**src/rtl/tpu_isa_pkg.sv**
```systemverilog
// Shared TPU instruction format: field widths and packed instruction layout.
// Used by the fetch buffer and the instruction decoder.
package tpu_isa_pkg;

    localparam int unsigned OPCODE_WIDTH               = 8;
    localparam int unsigned FLAG_WIDTH                 = 8;
    localparam int unsigned LENGTH_WIDTH               = 8;
    localparam int unsigned HOST_MEMORY_ADDRESS_WIDTH  = 64;
    localparam int unsigned LOCAL_MEMORY_ADDRESS_WIDTH = 24;

    localparam int unsigned INSTRUCTION_WIDTH = OPCODE_WIDTH + FLAG_WIDTH + LENGTH_WIDTH
                                              + HOST_MEMORY_ADDRESS_WIDTH
                                              + LOCAL_MEMORY_ADDRESS_WIDTH;

    // MSB to LSB: opcode, flags, length, host_addr, local_addr.
    typedef struct packed {
        logic [OPCODE_WIDTH-1:0]               opcode;
        logic [FLAG_WIDTH-1:0]                 flags;
        logic [LENGTH_WIDTH-1:0]               length;
        logic [HOST_MEMORY_ADDRESS_WIDTH-1:0]  host_addr;
        logic [LOCAL_MEMORY_ADDRESS_WIDTH-1:0] local_addr;
    } instruction_t;

endpackage

```
**src/rtl/sync_fifo.sv**
```systemverilog
// Single-clock FIFO with occupancy count, synchronous flush and async active-low reset.
// Read data is a combinational view of the head slot, forced to zero while empty.
module sync_fifo #(
    parameter int unsigned WIDTH = 32,
    parameter int unsigned DEPTH = 8,
    localparam int unsigned PTR_W = $clog2(DEPTH),
    localparam int unsigned CNT_W = $clog2(DEPTH + 1)
) (
    input  logic             clk,
    input  logic             rst_n,
    input  logic             flush,
    input  logic             push,
    input  logic [WIDTH-1:0] push_data,
    input  logic             pop,
    output logic [WIDTH-1:0] pop_data,
    output logic [CNT_W-1:0] count,
    output logic             full,
    output logic             empty
);

    logic [WIDTH-1:0] mem_q [DEPTH];
    logic [PTR_W-1:0] wr_ptr_q, wr_ptr_d;
    logic [PTR_W-1:0] rd_ptr_q, rd_ptr_d;
    logic [CNT_W-1:0] count_q, count_d;
    logic             push_en;
    logic             pop_en;

    assign full    = (count_q == CNT_W'(DEPTH));
    assign empty   = (count_q == '0);
    assign push_en = push && !full && !flush;
    assign pop_en  = pop && !empty && !flush;

    always_comb begin
        wr_ptr_d = wr_ptr_q;
        rd_ptr_d = rd_ptr_q;
        count_d  = count_q;
        if (flush) begin
            wr_ptr_d = '0;
            rd_ptr_d = '0;
            count_d  = '0;
        end else begin
            if (push_en) begin
                wr_ptr_d = wr_ptr_q + 1'b1;
            end
            if (pop_en) begin
                rd_ptr_d = rd_ptr_q + 1'b1;
            end
            unique case ({push_en, pop_en})
                2'b10:   count_d = count_q + 1'b1;
                2'b01:   count_d = count_q - 1'b1;
                default: count_d = count_q;
            endcase
        end
    end

    always_ff @(posedge clk or negedge rst_n) begin
        if (!rst_n) begin
            wr_ptr_q <= '0;
            rd_ptr_q <= '0;
            count_q  <= '0;
        end else begin
            wr_ptr_q <= wr_ptr_d;
            rd_ptr_q <= rd_ptr_d;
            count_q  <= count_d;
        end
    end

    // Storage is deliberately unreset; the empty mask below hides stale contents.
    always_ff @(posedge clk) begin
        if (push_en) begin
            mem_q[wr_ptr_q] <= push_data;
        end
    end

    assign pop_data = empty ? '0 : mem_q[rd_ptr_q];
    assign count    = count_q;

endmodule

```
**src/rtl/instr_fetch_buffer.sv**
```systemverilog
// Assembles narrow host beats (LSB beat first) into full instruction words and queues
// them for the decoder behind a valid/ready handshake.
module instr_fetch_buffer #(
    parameter int unsigned OPCODE_WIDTH               = 8,
    parameter int unsigned FLAG_WIDTH                 = 8,
    parameter int unsigned LENGTH_WIDTH               = 8,
    parameter int unsigned HOST_MEMORY_ADDRESS_WIDTH  = 64,
    parameter int unsigned LOCAL_MEMORY_ADDRESS_WIDTH = 24,
    parameter int unsigned HOST_DATA_WIDTH            = 32,
    parameter int unsigned FIFO_DEPTH                 = 8,
    localparam int unsigned INSTRUCTION_WIDTH = OPCODE_WIDTH + FLAG_WIDTH + LENGTH_WIDTH
                                              + HOST_MEMORY_ADDRESS_WIDTH
                                              + LOCAL_MEMORY_ADDRESS_WIDTH,
    localparam int unsigned BEATS = (INSTRUCTION_WIDTH + HOST_DATA_WIDTH - 1) / HOST_DATA_WIDTH,
    localparam int unsigned CNT_W = $clog2(FIFO_DEPTH + 1)
) (
    input  logic                         clk,
    input  logic                         rst_n,
    input  logic                         flush,
    input  logic [HOST_DATA_WIDTH-1:0]   host_wdata,
    input  logic                         host_wvalid,
    output logic                         host_wready,
    output logic [INSTRUCTION_WIDTH-1:0] instr_data,
    output logic                         instr_valid,
    input  logic                         instr_ready,
    output logic [CNT_W-1:0]             fifo_count
);

    import tpu_isa_pkg::*;

    localparam int unsigned HDW    = HOST_DATA_WIDTH;
    localparam int unsigned BEAT_W = (BEATS > 1) ? $clog2(BEATS) : 1;

    logic [BEAT_W-1:0]         beat_cnt_q, beat_cnt_d;
    // Holds beats 0..BEATS-2; the final beat goes straight from the bus into the FIFO.
    logic [(BEATS-1)*HDW-1:0]  asm_q, asm_d;
    logic [BEATS*HDW-1:0]      full_word;
    logic                      last_beat;
    logic                      beat_acc;
    logic                      push;
    logic                      pop;
    logic                      fifo_full;
    logic                      fifo_empty;

    assign last_beat   = (beat_cnt_q == BEAT_W'(BEATS - 1));
    assign host_wready = !last_beat || !fifo_full;
    assign beat_acc    = host_wvalid && host_wready && !flush;
    assign push        = beat_acc && last_beat;
    assign pop         = instr_valid && instr_ready;
    assign full_word   = {host_wdata, asm_q};

    if (BEATS * HDW > INSTRUCTION_WIDTH) begin : g_pad
        logic unused_pad;
        assign unused_pad = ^full_word[BEATS*HDW-1:INSTRUCTION_WIDTH];
    end

    always_comb begin
        beat_cnt_d = beat_cnt_q;
        asm_d      = asm_q;
        if (flush) begin
            beat_cnt_d = '0;
            asm_d      = '0;
        end else if (beat_acc) begin
            if (last_beat) begin
                beat_cnt_d = '0;
            end else begin
                beat_cnt_d = beat_cnt_q + 1'b1;
                for (int k = 0; k < int'(BEATS) - 1; k++) begin
                    if (beat_cnt_q == BEAT_W'(k)) begin
                        asm_d[k*HDW +: HDW] = host_wdata;
                    end
                end
            end
        end
    end

    always_ff @(posedge clk or negedge rst_n) begin
        if (!rst_n) begin
            beat_cnt_q <= '0;
            asm_q      <= '0;
        end else begin
            beat_cnt_q <= beat_cnt_d;
            asm_q      <= asm_d;
        end
    end

    sync_fifo #(
        .WIDTH (INSTRUCTION_WIDTH),
        .DEPTH (FIFO_DEPTH)
    ) u_fifo (
        .clk       (clk),
        .rst_n     (rst_n),
        .flush     (flush),
        .push      (push),
        .push_data (full_word[INSTRUCTION_WIDTH-1:0]),
        .pop       (pop),
        .pop_data  (instr_data),
        .count     (fifo_count),
        .full      (fifo_full),
        .empty     (fifo_empty)
    );

    assign instr_valid = !fifo_empty;

endmodule

```
**config.mk**
```make
export PLATFORM = sky130hd
export DESIGN_NAME = instr_fetch_buffer
export DESIGN_NICKNAME = d
export VERILOG_FILES = /design/src/rtl/tpu_isa_pkg.sv /design/src/rtl/sync_fifo.sv /design/src/rtl/instr_fetch_buffer.sv
export SDC_FILE = /design/constraint.sdc
export NUM_CORES = 1
export LEC_CHECK = 0
export ABC_AREA = 1
export CAP_MARGIN = 5
export CORE_ASPECT_RATIO = 1.1
export CORE_MARGIN = 8
export CORE_UTILIZATION = 25
export CTS_BUF_LIST = sky130_fd_sc_hd__clkbuf_8
export DETAILED_ROUTE_END_ITERATION = 12
export DONT_BUFFER_PORTS = 1
export SLEW_MARGIN = 20
export SYNTH_ARGS = -nofsm -noshare
export SYNTH_HDL_FRONTEND = slang
export SYNTH_SLANG_ARGS = --single-unit
```
**constraint.sdc**
```tcl
create_clock -name clk -period 19.81 [get_ports clk]
set_input_delay 2.9715 -clock clk [delete_from_list [all_inputs] [get_ports clk]]
set_output_delay 2.9715 -clock clk [all_outputs]
set_load 0.02 [all_outputs]
```
==> metrics.csv <==
stage,metric,value,unit
outcome,status,"complete, no violations",
global_routing,largest net degree at the start of global routing,248,
place,RD Place Congestion,0.716,
setup_path,worst-path fanout max,94,
sta,fin crit share,45.3,%
pwr,peak supply drop,96.2,µV
clocking,root buffer cell,clkbuf_8,
layout,"Core Util, Final",28.2,%
sta,Worst slew margin,20.4,%
synth,ys async rst share,10.8,%
setup_path,CP max stage delay,850,ps
route,via total after detailed routing,23800,
synth,share of the synthesized area in the top cell type,68.1,%
layout,Final nets,2987,
floorplan,area of the die,171000,µm²
synth,Yosys reg bits,1004,
layout,fill count,15800,
pwr,Power Dens Cells,122,nW/µm²
floorplan,Die H,433,µm
sta,Fmax,112,MHz
route,"wirelength, routed",111000,µm
clocking,clk sinks,1004,
sta,setup_tns,0,ps
global_routing,initial antenna violation count,17,
clocking,Worst-path clk slew,60,ps
layout,share of cells above drive strength 1,12.6,%
sta,Fin. Hold Viols,0,
synth,Gate Count Post-Synth,2928,
hold_path,worst hold path class,flop to flop,
global_routing,grt total ovfl,0,
clocking,TritonCTS clock tree,yes,
clocking,postcts setup bufs,0,
flow_run,Max Cap Violations,0,
route,Initial DRT Pass Iterations,5,
route,Vias/cell,4.62,
synth,mapped cell area,39500,µm²
sta,fin. max-slew vios,0,
setup_path,crit start category,flop,
route,DRC errors left,0,
synth,Main synth FF type,edfxtp_1,
route,WL/cell,21.6,µm
synth,syn nets,2973,
sta,final setup fails,0,
global_routing,Total Routing Usage GR,12.6,%
setup_path,"Req. time, crit path",16840,ps
clocking,hold_buf cts,0,
floorplan,# IOs,155,
floorplan,FP Rows,153,
clocking,Max clock buf depth,3,
route,DRT antenna net count,0,
synth,"Seq/Total Area, Yosys",75.0,%
floorplan,Initial Utilization,25.1,%
synth,distinct cell type count after synthesis,32,
clocking,total CTS buffers,155,
synth,Synthesis Warnings,0,
floorplan,Die X,395,µm
synth,number of synthesized flops with an enable pin,896,
setup_path,CP most frequent cell,buf_4,
floorplan,core area,158000,µm²
setup_path,kind of end point of the critical path,primary output,
synth,Synth Area per Inst,13.5,µm²
sta,fin crit period,8970,ps
setup_path,critical path cell sequence,"buf_4, buf_4, buf_4, buf_4, o21ai_0, o22ai_1, o21ai_1, a31oi_1",
global_routing,vias in the first global route,23100,
setup_path,critical path data arrival time,6000,ps
place,# port buffers,0,
synth,top cell type by total area after synthesis,edfxtp_1,
sta,clk_skew,57.5,ps
global_routing,first-pass GRT wire length,161000,µm
place,Final HPWL DP,61800,µm
pwr,LEAKAGE,0.0149,µW
clocking,H-tree Lvls,4,
sta,Worst Tran Pin Value,1190,ps
clocking,Worst-Skew Late Latency,850,ps
setup_path,Crit Path Category,flop to primary output,
sta,RSZ-0062 raised after global routing,false,
setup_path,Worst path slowest cell,buf_4,
layout,Synth-to-Final Area Change,12.3,%
route,DRT iter0 DRCs,1954,
synth,largest cells by area after synthesis,"edfxtp_1, dfrtp_1, nor2_1",
clocking,post-CTS sizing,0,
registers in the layout, indices dropped and copies added, names as in the netlist:
register / cells
u_fifo.mem_q: 896
u_fifo.wr_ptr_q: 3
u_fifo.rd_ptr_q: 3
u_fifo.count: 4
asm_q: 96
beat_cnt_q: 2
kinds of logic (layout without fill, tap and decap cells):
family | after synthesis | in the layout | share of synthesized area (%)
adder cells (fa/ha/maj) | 8 | 8 | 0.253
AO/OA/AOI/OAI | 797 | 797 | 10.8
flip-flops | 1004 | 1004 | 75.0
other | 0 | 4 | 0
buffers and inverters | 252 | 386 | 3.72
AND/OR/NAND/NOR | 771 | 771 | 7.52
multiplexers | 96 | 96 | 2.74
cell usage in the layout, fill, tap and decap left out, types with 7 or more instances in the layout:
master	n
ha_1	8
nand3_1	8
buf_4	51
nor2_4	7
inv_1	103
a31oi_1	100
a31oi_2	12
o21ai_0	461
clkinv_1	28
clkbuf_8	159
nand2_1	32
dfrtp_1	106
nor2_1	706
o21ai_1	107
clkinv_2	16
mux2_2	96
o22ai_1	113
edfxtp_1	896
critical path: cells and delay by family (launching register included):
kind            cells  cell delay (ps)
compound gates      4             1090
buf+inv             4             3260
flops               1              670
synth_stat cells (3+ instances only):
| cell | n |
|---|---|
| mux2_2 | 96 |
| o21ai_1 | 107 |
| dfrtp_1 | 108 |
| buf_4 | 24 |
| o22ai_1 | 113 |
| buf_12 | 3 |
| clkbuf_2 | 4 |
| nand2_1 | 35 |
| nor2_1 | 714 |
| edfxtp_1 | 896 |
| a21oi_1 | 3 |
| o21ai_0 | 461 |
| inv_2 | 5 |
| nand3_1 | 8 |
| inv_1 | 48 |
| buf_6 | 45 |
| buf_1 | 8 |
| ha_1 | 8 |
| buf_2 | 29 |
| clkbuf_1 | 85 |
| a31oi_1 | 112 |
metrics by stage:
step	instances	setup WS, ps	hold slack, ps	power (µW)	area [µm²]
after floorplan	2928	7960	536	3490	39500
after global placement	4874	11710	571	3890	41400
after detailed placement	4875	11650	573	3910	41400
after CTS	5152	10700	587	5510	44300
after global routing	5155	10330	612	5700	44400
final	5158	10840	576	5430	44400
metal layers:
metal | vias up | share of wire (%) | global-route usage, %
li1 | 10800 | - | -
met1 | 12000 | 41 | 15.6
met2 | 819 | 49 | 21.2
met3 | 186 | 6.7 | 3.01
met4 | 0 | 3.0 | 4.62
met5 | - | 0 | 0
where the power goes:
part / internal, µW / switching [µW]
registers: 2360 / 84.5
logic: 326 / 1070
clock network: 781 / 814
cell type report:
cell class                 count  area [µm²]  area share (%)
antenna                        4        10.0          0.0226
clock buffer                 159        2190            4.93
clock inverter               118         643            1.45
inverter                      54         230           0.519
multi-input combinational   1672        8580            19.3
sequential                  1004       29600            66.8
tap                         2092        2620            5.90
timing repair buffer          55         478            1.08
worst paths after layout:
check	startpoint	end	slack [ps]	depth (start not counted)
min	asm_q[59]	u_fifo.mem_q[1][59]	580	0
max	u_fifo.rd_ptr_q[0]	instr_data[69]	10840	8
min reg2reg	asm_q[59]	u_fifo.mem_q[1][59]	580	0
max in group asynchronous	rst_n	asm_q[62]	17730	0
max reg2reg	u_fifo.count[0]	u_fifo.mem_q[4][58]	16390	8
min in group asynchronous	rst_n	asm_q[10]	1830	0
(Power assumes the default switching activity.)
